File: config.mk
export PLATFORM = sky130hd
export DESIGN_NAME = cpu_seq_flat
export DESIGN_NICKNAME = d
export VERILOG_FILES = /design/src/rtl/cpu_seq_if.sv /design/src/rtl/cpu_seq.sv /design/src/flat_wrapper.sv
export SDC_FILE = /design/constraint.sdc
export NUM_CORES = 1
export LEC_CHECK = 0
export ABC_AREA = 1
export CORE_UTILIZATION = 49
export DETAILED_ROUTE_END_ITERATION = 16
export PLACE_DENSITY_LB_ADDON = 0.3
export SLEW_MARGIN = 0
export SYNTH_ARGS = -nofsm -noshare
export SYNTH_HDL_FRONTEND = slang
export SYNTH_SLANG_ARGS = --single-unit
export TNS_END_PERCENT = 100
File: constraint.sdc
create_clock -name clk -period 2.4 [get_ports clk]
set_clock_uncertainty 0.2 [all_clocks]
set_input_delay 0.48 -clock clk [delete_from_list [all_inputs] [get_ports clk]]
set_output_delay 0.48 -clock clk [all_outputs]
set_load 0.1 [all_outputs]
File: src/rtl/cpu_seq_if.sv
// Instruction-memory fetch channel between the CPU sequencer and instruction memory.
// The sequencer drives req/addr; memory answers with ack/data.
interface cpu_seq_if #(
    parameter int PC_W = 8
) ();
    logic            imem_req;
    logic [PC_W-1:0] imem_addr;
    logic            imem_ack;
    logic [7:0]      imem_data;

    modport master (
        output imem_req,
        output imem_addr,
        input  imem_ack,
        input  imem_data
    );

    modport slave (
        input  imem_req,
        input  imem_addr,
        output imem_ack,
        output imem_data
    );
endinterface

File: src/rtl/cpu_seq.sv
// Multi-cycle fetch/decode/execute/writeback sequencer for the 8-bit CPU.
// Owns the PC, handles JMP/HALT locally and counts retired instructions.
module cpu_seq #(
    parameter int PC_W  = 8,
    parameter int CNT_W = 16
) (
    input  logic             clk,
    input  logic             reset,
    input  logic             run,
    input  logic             stop,
    cpu_seq_if.master        imem,
    output logic [3:0]       op,
    output logic [3:0]       imm,
    output logic             alu_en,
    output logic             reg_we,
    output logic             out_we,
    output logic             halted,
    output logic [2:0]       state,
    output logic [CNT_W-1:0] instr_cnt
);

    typedef enum logic [2:0] {
        S_IDLE   = 3'd0,
        S_FETCH  = 3'd1,
        S_DECODE = 3'd2,
        S_EXEC   = 3'd3,
        S_WB     = 3'd4,
        S_HALT   = 3'd5
    } state_t;

    state_t           state_q, state_d;
    logic [PC_W-1:0]  pc_q, pc_d;
    logic [7:0]       ir_q, ir_d;
    logic [CNT_W-1:0] cnt_q, cnt_d;
    logic             cnt_inc;
    logic             req_q, req_d;
    logic             alu_q, alu_d;
    logic             reg_q, reg_d;
    logic             out_q, out_d;
    logic             halted_q, halted_d;

    always_comb begin
        state_d = state_q;
        pc_d    = pc_q;
        ir_d    = ir_q;
        cnt_inc = 1'b0;
        case (state_q)
            S_IDLE: begin
                if (run) state_d = S_FETCH;
            end
            S_FETCH: begin
                if (imem.imem_ack) begin
                    ir_d    = imem.imem_data;
                    pc_d    = pc_q + PC_W'(1);
                    state_d = S_DECODE;
                end
            end
            S_DECODE: begin
                if (ir_q[7:4] == 4'hF) begin
                    state_d = S_HALT;
                    cnt_inc = 1'b1;
                end else if (ir_q[7:4] == 4'hE) begin
                    // pc already points past the JMP; only its low nibble is replaced
                    pc_d    = {pc_q[PC_W-1:4], ir_q[3:0]};
                    state_d = S_FETCH;
                    cnt_inc = 1'b1;
                end else begin
                    state_d = S_EXEC;
                end
            end
            S_EXEC: state_d = S_WB;
            S_WB: begin
                cnt_inc = 1'b1;
                state_d = stop ? S_IDLE : S_FETCH;
            end
            S_HALT:  state_d = S_HALT;
            default: state_d = S_IDLE;
        endcase

        cnt_d = (cnt_inc && (cnt_q != {CNT_W{1'b1}})) ? cnt_q + CNT_W'(1) : cnt_q;

        // Strobes are decoded from the next state so they come straight out of flops
        req_d    = (state_d == S_FETCH);
        alu_d    = (state_d == S_EXEC) && !ir_q[7];
        reg_d    = (state_d == S_WB) && (ir_q[7:4] <= 4'hA);
        out_d    = (state_d == S_WB) && (ir_q[7:4] >= 4'hB) && (ir_q[7:4] <= 4'hD);
        halted_d = (state_d == S_HALT);
    end

    always_ff @(posedge clk or posedge reset) begin
        if (reset) begin
            state_q  <= S_IDLE;
            pc_q     <= '0;
            ir_q     <= '0;
            cnt_q    <= '0;
            req_q    <= 1'b0;
            alu_q    <= 1'b0;
            reg_q    <= 1'b0;
            out_q    <= 1'b0;
            halted_q <= 1'b0;
        end else begin
            state_q  <= state_d;
            pc_q     <= pc_d;
            ir_q     <= ir_d;
            cnt_q    <= cnt_d;
            req_q    <= req_d;
            alu_q    <= alu_d;
            reg_q    <= reg_d;
            out_q    <= out_d;
            halted_q <= halted_d;
        end
    end

    assign imem.imem_req  = req_q;
    assign imem.imem_addr = pc_q;
    assign op             = ir_q[7:4];
    assign imm            = ir_q[3:0];
    assign alu_en         = alu_q;
    assign reg_we         = reg_q;
    assign out_we         = out_q;
    assign halted         = halted_q;
    assign state          = state_q;
    assign instr_cnt      = cnt_q;

endmodule

File: src/flat_wrapper.sv
// flat-port wrapper written by rule: the top's interface ports become plain ports
module cpu_seq_flat 
#(
    parameter int PC_W  = 8,
    parameter int CNT_W = 16
)
  (clk, reset, run, stop, op, imm, alu_en, reg_we, out_we, halted, state, instr_cnt, imem_imem_req, imem_imem_addr, imem_imem_ack, imem_imem_data);
  cpu_seq_if #(.PC_W(PC_W)) imem_i ();
  input  logic clk;
  input  logic reset;
  input  logic run;
  input  logic stop;
  output logic [3:0] op;
  output logic [3:0] imm;
  output logic alu_en;
  output logic reg_we;
  output logic out_we;
  output logic halted;
  output logic [2:0] state;
  output logic [CNT_W-1:0] instr_cnt;
  output wire logic [$bits(imem_i.imem_req)-1:0] imem_imem_req;
  output wire logic [$bits(imem_i.imem_addr)-1:0] imem_imem_addr;
  input wire logic [$bits(imem_i.imem_ack)-1:0] imem_imem_ack;
  input wire logic [$bits(imem_i.imem_data)-1:0] imem_imem_data;
  assign imem_imem_req = imem_i.imem_req;
  assign imem_imem_addr = imem_i.imem_addr;
  assign imem_i.imem_ack = imem_imem_ack;
  assign imem_i.imem_data = imem_imem_data;
  cpu_seq #(.PC_W(PC_W), .CNT_W(CNT_W)) u_core (.clk(clk), .reset(reset), .run(run), .stop(stop), .imem(imem_i), .op(op), .imm(imm), .alu_en(alu_en), .reg_we(reg_we), .out_we(out_we), .halted(halted), .state(state), .instr_cnt(instr_cnt));
endmodule
# Word-level counts from Yosys, hierarchy flattened
# Cells that the tools add are included.
# classes
n_mux	13
n_lt_le_gt_ge	3
eq_ne	15
add_sub_neg	2
bitwise_logic	1
reduce_logical	11
# op_table
op	n
3-bit case mux with 6 select lines	1
16-bit by 1-bit adder with 16-bit output (second input constant)	1
8-bit two-way mux	2
16-bit inequality test (second input constant)	1
8-bit case mux with 2 select lines	1
3-bit equality test (second input constant)	4
3-bit by 2-bit equality test with 1-bit output (second input constant)	3
3-bit two-way mux	3
8-bit by 1-bit adder with 8-bit output (second input constant)	1
4-bit equality test (second input constant)	2
4-bit less-or-equal comparator (second input constant)	2
3-bit by 1-bit equality test with 1-bit output (second input constant)	2
1-bit logical AND	5
4-bit greater-or-equal comparator (second input constant)	1
4-bit two-way mux	1
2-bit inequality test (second input constant)	2
4-bit AND reduction	1
3-bit logical NOT	1
1-bit two-way mux	3
3-bit AND reduction	1
2-bit two-way mux	1
2-bit by 1-bit inequality test with 1-bit output (second input constant)	1
1-bit case mux with 2 select lines	1
2-bit AND reduction	1
3 further kinds	3
# totals
in_bits	13
elab_cells	55
out_inout_bits	40
ff_bits	40

# Logic depth before layout (Yosys ltp)
# Gate-level depths: netlist of run 1.
# depth
ltp_word	7
mapped_depth	10
depth_no_buf	9

# Least setup slack after synthesis of run 1
# Ideal clock, no wire load.
# synth_timing
path_type	register to register
startpoint	reg u_core.cnt_q[1] (netlist: u_core.instr_cnt[1])
endpoint	reg u_core.cnt_q[6] (netlist: u_core.instr_cnt[6])
arrival_ns	2.170
stages_incl_launch_ff	11
setup_slack_ns	-0.093
synth_period_minus_slack_ns	2.493
setup_time_ns	0.123
n_path_buf	2
cell_sequence	dfrtp_1 -> ha_1 -> inv_1 -> nor2_2 -> nand2_2 -> nor2_2 -> nor2_2 -> buf_6 -> buf_12 -> nand2_1 -> nand2_1
# synth_between
elab_chain_len	2
word_cells_on_any_way	3
# synth_lines
item	line	source
start: declaration	cpu_seq.sv:34	logic [CNT_W-1:0] cnt_q, cnt_d;
start signal: assignment	cpu_seq.sv:105	cnt_q <= cnt_d;
parallel branches: the longest is 2 deep, another holds 16-bit by 1-bit adder with 16-bit output	--	
# Parallel ways; which one is timed is not known.
# A chain may end at the register's enable or synchronous reset.

# Worst setup path in the final report of run 1
# layout_timing
startpoint	reg u_core.cnt_q[1] (netlist: u_core.instr_cnt[1])
endpoint	reg u_core.cnt_q[5] (netlist: u_core.instr_cnt[5])
# Same word-level chain as after synthesis.

==> results.cfg, run 1 <==
[run_status]
status = complete, no violations

[global_route]
grt_overflow = 0
antenna_found_initial = 0
grt_pass1_vias = 1751
grt_max_degree = 41
grt_pass1_wl_mm = 7.62
grtUsageTotal_pct = 22.8

[yosys]
synthArstFlopShare_pct = 100
synth_ff_type = dfrtp_1
synth-seq-cells = 40
synth_edf_count = 0
syn_avg_cell_area_um2 = 7.50
syn-num-nets = 296
ys_warn_count = 0
yosysUniqueCellTypes = 27
synth_cells = 281
syn-cell-area_mm2 = 0.00211
ys_seq_area_share_pct = 47.5

[clock_tree]
post_cts_buffers = 0
clk_latency_ns = 0.30
cts_hold_buf = 0
cts_tree = yes
clk_pin_slew_ns = 0.07
cts-resized-gates = 0
clock-sinks = 40
cts_buffer_depth = 2
root_buffer = clkbuf_8
cts_buffers = 5
htreeDepth = 2

[die]
row_count = 23
pin_count = 53
die_h_um = 67.6
die-area_mm2 = 0.00457
die_x_um = 67.6
fp.coreArea_mm2 = 0.00406
start_util_pct = 52.0

[critical_path]
cp.arrival_ns = 1.86
critPathMaxFanout = 13
r2r_slack_ns = 0.57
start_kind = flip-flop
setup.worst_path.end_class = flip-flop
cp_data_required_time_ns = 2.43
crit_type = reg2reg

[layout]
nets = 354
antenna_cells = 0
layout_commonest_cell = nand2_1
final_cell_mix = nand2_1 (115), buf_4 (44), dfrtp_1 (38), nor2_1 (27), inv_1 (25)
layout-drive-gt1-share_pct = 18.5
final_core_util_pct = 66.1
synthToLayoutAreaGrowth_pct = 27.3

[drt]
wire_per_inst_um = 11.7
drt_wl_total_mm = 4.56
drtPass1Iterations = 4
drc = 0
via_count = 1913
antenna_left = 0
drtIter0Drc = 87
avgViaCountPerCell = 4.91

[placed_design]
place.gp.congestion = 0.841
hpwl_mm = 3.35
io_buffers = 52

[power]
power_density_mw_per_mm2 = 1380
swShare_pct = 57.0
peakVddDrop_mv = 0.858
comb_power_share_pct = 57.2
pwr-share-seq_pct = 28.1
leakagePower_nw = 1.38
clockPowerShare_pct = 14.7
p_sw_mw = 2.11
p_int_mw = 1.59

[sta]
max_slew_margin_pct = 66.7
rsz0062_at_grt = false
fmax_ghz = 0.546
hold_viol = 0
max_slew.worst_pin.slew_ns = 0.500
finalSetupViolations = 0
finalSetupTns_ns = 0
post-route-period-util_pct = 76.3
fin_crit_ns = 1.83
maxSlewViolCount = 0

[hold_path]
holdCritPathClass = reg2reg

[run]
maxCapViolCount = 0
## per-layer routing
layer,wire (um),share of wire (%),track usage (%)
met5,0,0,0
met4,58,1.3,8.24
met3,235,5.2,6.42
met2,2260,50,38.1
met1,2010,44,27.8
## final timing paths
kind                                               start                        to  cells after the start
worst max-delay path                 u_core.instr_cnt[1]       u_core.instr_cnt[5]                      9
worst min-delay path            u_core.imem.imem_addr[6]  u_core.imem.imem_addr[6]                      1
worst max register to register       u_core.instr_cnt[1]       u_core.instr_cnt[5]                      9
worst min register to register  u_core.imem.imem_addr[6]  u_core.imem.imem_addr[6]                      1
max in group asynchronous                          reset       u_core.instr_cnt[1]                      3
min in group asynchronous                          reset            u_core.ir_q[6]                      3
## kinds of logic (layout without fill, tap and decap cells)
logic type	after synthesis	in the layout	synth area share (%)
AOI/OAI and AO/OA	21	21	5.34
and+or+nand+nor	177	177	35.0
xor gates and xnor gates	10	10	4.15
buffers and inverters	31	90	6.88
adders and majority gates	2	2	1.19
DFF	40	40	47.5
## synthesized netlist by cell type (2+ instances only)
cell type  number  area [um^2]
nand2_1       115          432
dfrtp_1        40         1000
nor2_1         27          101
inv_1          25         93.8
nand3_1        17         85.1
o21ai_0        15         75.1
xnor2_1         6         52.6
nand4_1         5         31.3
nor2_2          4         25.0
xor2_1          4         35.0
a21oi_1         3         15.0
nor3_1          3         15.0
ha_1            2         25.0
nand2_2         2         12.5
## flip-flops by register name (all words and copies together) (netlist names)
| signal | flops |
|---|---|
| u_core.instr_cnt | 16 |
| u_core.imem.imem_addr | 8 |
| u_core.ir_q | 8 |
| u_core.state | 3 |
| u_core.alu_en | 1 |
| u_core.halted | 1 |
| u_core.imem.imem_req | 1 |
| u_core.out_we | 1 |
| u_core.reg_we | 1 |
## critical path, cell delays in order, from the launching register on
cell and delay (ns):
dfrtp_2 0.40, ha_1 0.25, inv_1 0.07, nor2_2 0.20, nand2_2 0.10, nor2_2 0.13
nor2_2 0.06, inv_2 0.19, nand2_1 0.10, nand2_1 0.07
## stage by stage
| stage | instances | power (mW) | instance area [um^2] | hold slack (ns) | setup slack, ns |
|---|---|---|---|---|---|
| 4_1_cts | 390 | 3.72 | 2680 | 0.316 | 0.519 |
| 3_3_place_gp | 382 | 3.15 | 2580 | 0.299 | 0.460 |
| 3_5_place_dp | 382 | 3.17 | 2580 | 0.295 | 0.429 |
| 6_report | 390 | 3.70 | 2680 | 0.312 | 0.569 |
| 2_1_floorplan | 281 | 2.74 | 2110 | 0.390 | 0.133 |
| 5_1_grt | 390 | 3.89 | 2680 | 0.335 | 0.397 |
## power by group through the flow
stage	Clock, mW	Sequential, mW	Combinational, mW
floorplan	0	2.23	0.509
CTS	0.554	1.04	2.13
detailed placement	0	1.05	2.12
finish	0.542	1.04	2.11
global route	0.578	1.07	2.24
global placement	0	1.05	2.10
## area by class of cell
cell class              instances  area, um^2
well taps                      50        62.6
multi-input cells             210         962
clock buffers                   6        72.6
repair buffers                 56         450
inverters                      26        97.6
clock inverters                 2        35.0
flip-flops and latches         40        1000
fillers                       366        1370
(Power assumes the default switching activity.)
==> run 2: changes to the inputs <==
Clock period 2.4 ns to 1.85 ns, I/O delays scaled along.
==> results.cfg, run 2 (synthesis gave the netlist of run 1 again) <==
[critical_path]
cp_cell_sequence = ha_4 -> inv_2 -> nor2_4 -> nand2_2 -> nor2_2 -> nor2_4 -> buf_12 -> o21ai_0
slowest_delay_ns = 0.48
slowest_stage = dfrtp_4
critPathMaxFanout = 10
setup.worst_path.end_class = flip-flop
crit_family = flip-flops
crit_type = reg2reg
start_kind = flip-flop
cp.arrival_ns = 1.79
cpMostUsedCell = nor2_4
worst-path-buf-inv = 2
cp_data_required_time_ns = 1.85

[drt]
drtPass1Iterations = 5
avgViaCountPerCell = 5.31
drc = 0
drt_wl_total_mm = 5.68
antenna_left = 0
wire_per_inst_um = 14.5
drtIter0Drc = 119
via_count = 2086

[die]
pin_count = 53
fp.coreArea_mm2 = 0.00406
row_count = 23
start_util_pct = 52.0
die_x_um = 67.6
die-area_mm2 = 0.00457
die_h_um = 67.6

[clock_tree]
clk_latency_ns = 0.29
cts_tree = yes
cts_hold_buf = 0
cts_buffers = 5
htreeDepth = 2
root_buffer = clkbuf_8
clk_pin_slew_ns = 0.08
cts_buffer_depth = 2
clock-sinks = 40

[hold_path]
holdCritPathClass = in2async

[power]
peakVddDrop_mv = 1.78
power_mw = 5.83
power_density_mw_per_mm2 = 1720
leakagePower_nw = 1.52

[placed_design]
io_buffers = 52
place.gp.congestion = 0.863
hpwl_mm = 3.95
dpl.cell_count = 383

[run_status]
status = complete, no violations

[global_route]
grtUsageTotal_pct = 28.1
grt_pass1_vias = 2136
antenna_found_initial = 0
grt_max_degree = 41
grt_pass1_wl_mm = 9.29
grt_overflow = 0

[sta]
fin_crit_ns = 1.79
fmax_ghz = 0.559
hold_viol = 0
post-route-period-util_pct = 96.7
max_slew_margin_pct = 74.4
max_slew.worst_pin.slew_ns = 0.383
finalSetupViolations = 0
maxSlewViolCount = 0
whs_ns = 0.236

[layout]
antenna_cells = 0
nets = 357
layout-drive-gt1-share_pct = 29.7
final_cell_mix = nand2_1 (106), buf_12 (42), nor2_1 (27), inv_1 (24), nand3_1 (17)
layout_commonest_cell = nand2_1
largest_reg_flops = 16
instances_no_fill = 393
synthToLayoutAreaGrowth_pct = 60.7

[run]
maxCapViolCount = 0
## run 2: final timing paths
check,depth (start not counted),slack [ns],start,endpoint
worst min-delay path,3,0.24,reset,u_core.instr_cnt[4]
worst min register to register,1,0.36,u_core.ir_q[7],u_core.alu_en
min in group clk,1,0.36,u_core.ir_q[7],u_core.alu_en
max in group asynchronous,3,1.00,reset,u_core.state[0]
worst max-delay path,8,0.06,u_core.instr_cnt[1],u_core.instr_cnt[12]
worst max register to register,8,0.06,u_core.instr_cnt[1],u_core.instr_cnt[12]
## run 2: report_power, final
group	total (mW)	switching [mW]	internal (mW)
Clock	0.790	0.313	0.476
Sequential	1.55	0.388	1.16
Combinational	3.50	2.28	1.21
## run 2: metrics by stage
step	cell area [um^2]	worst slack, ns	TNS [ns]	util, %
2_1_floorplan	2220	-0.0399	-0.243	-
3_3_place_gp	3220	0.0561	0	79.3
3_5_place_dp	3220	-0.00356	-0.00356	79.3
4_1_cts	3340	0.0210	0	82.4
5_1_grt	3390	-0.000212	-0.000212	83.5
6_report	3390	0.0605	0	83.5
## run 2: layer usage
metal | wire length (um) | GRT usage (%) | vias to the layer above
met2 | 3030 | 49.1 | 91
met5 | 0 | 0 | -
met3 | 304 | 7.43 | 19
li1 | - | - | 996
met1 | 2170 | 28.8 | 980
met4 | 178 | 19.4 | 0
## run 2: cell type report
| type | instances | area, um^2 |
|---|---|---|
| sequential | 40 | 1070 |
| timing repair buffer | 59 | 1020 |
| multi-input combinational | 210 | 1010 |
| fill | 201 | 669 |
| inverter | 26 | 100 |
| clock buffer | 7 | 96.3 |
| tap | 50 | 62.6 |
| clock inverter | 1 | 30.0 |
## run 2: what timing repair did
item	CTS	global route
endpoints found under the setup margin	0	19
resized for setup	0	3
setup buffers	0	1
## run 2: worst min-delay path: stages
cell	delay (ns)
clkdlybuf4s50_1	0.40
inv_1	0.10
buf_12	0.24
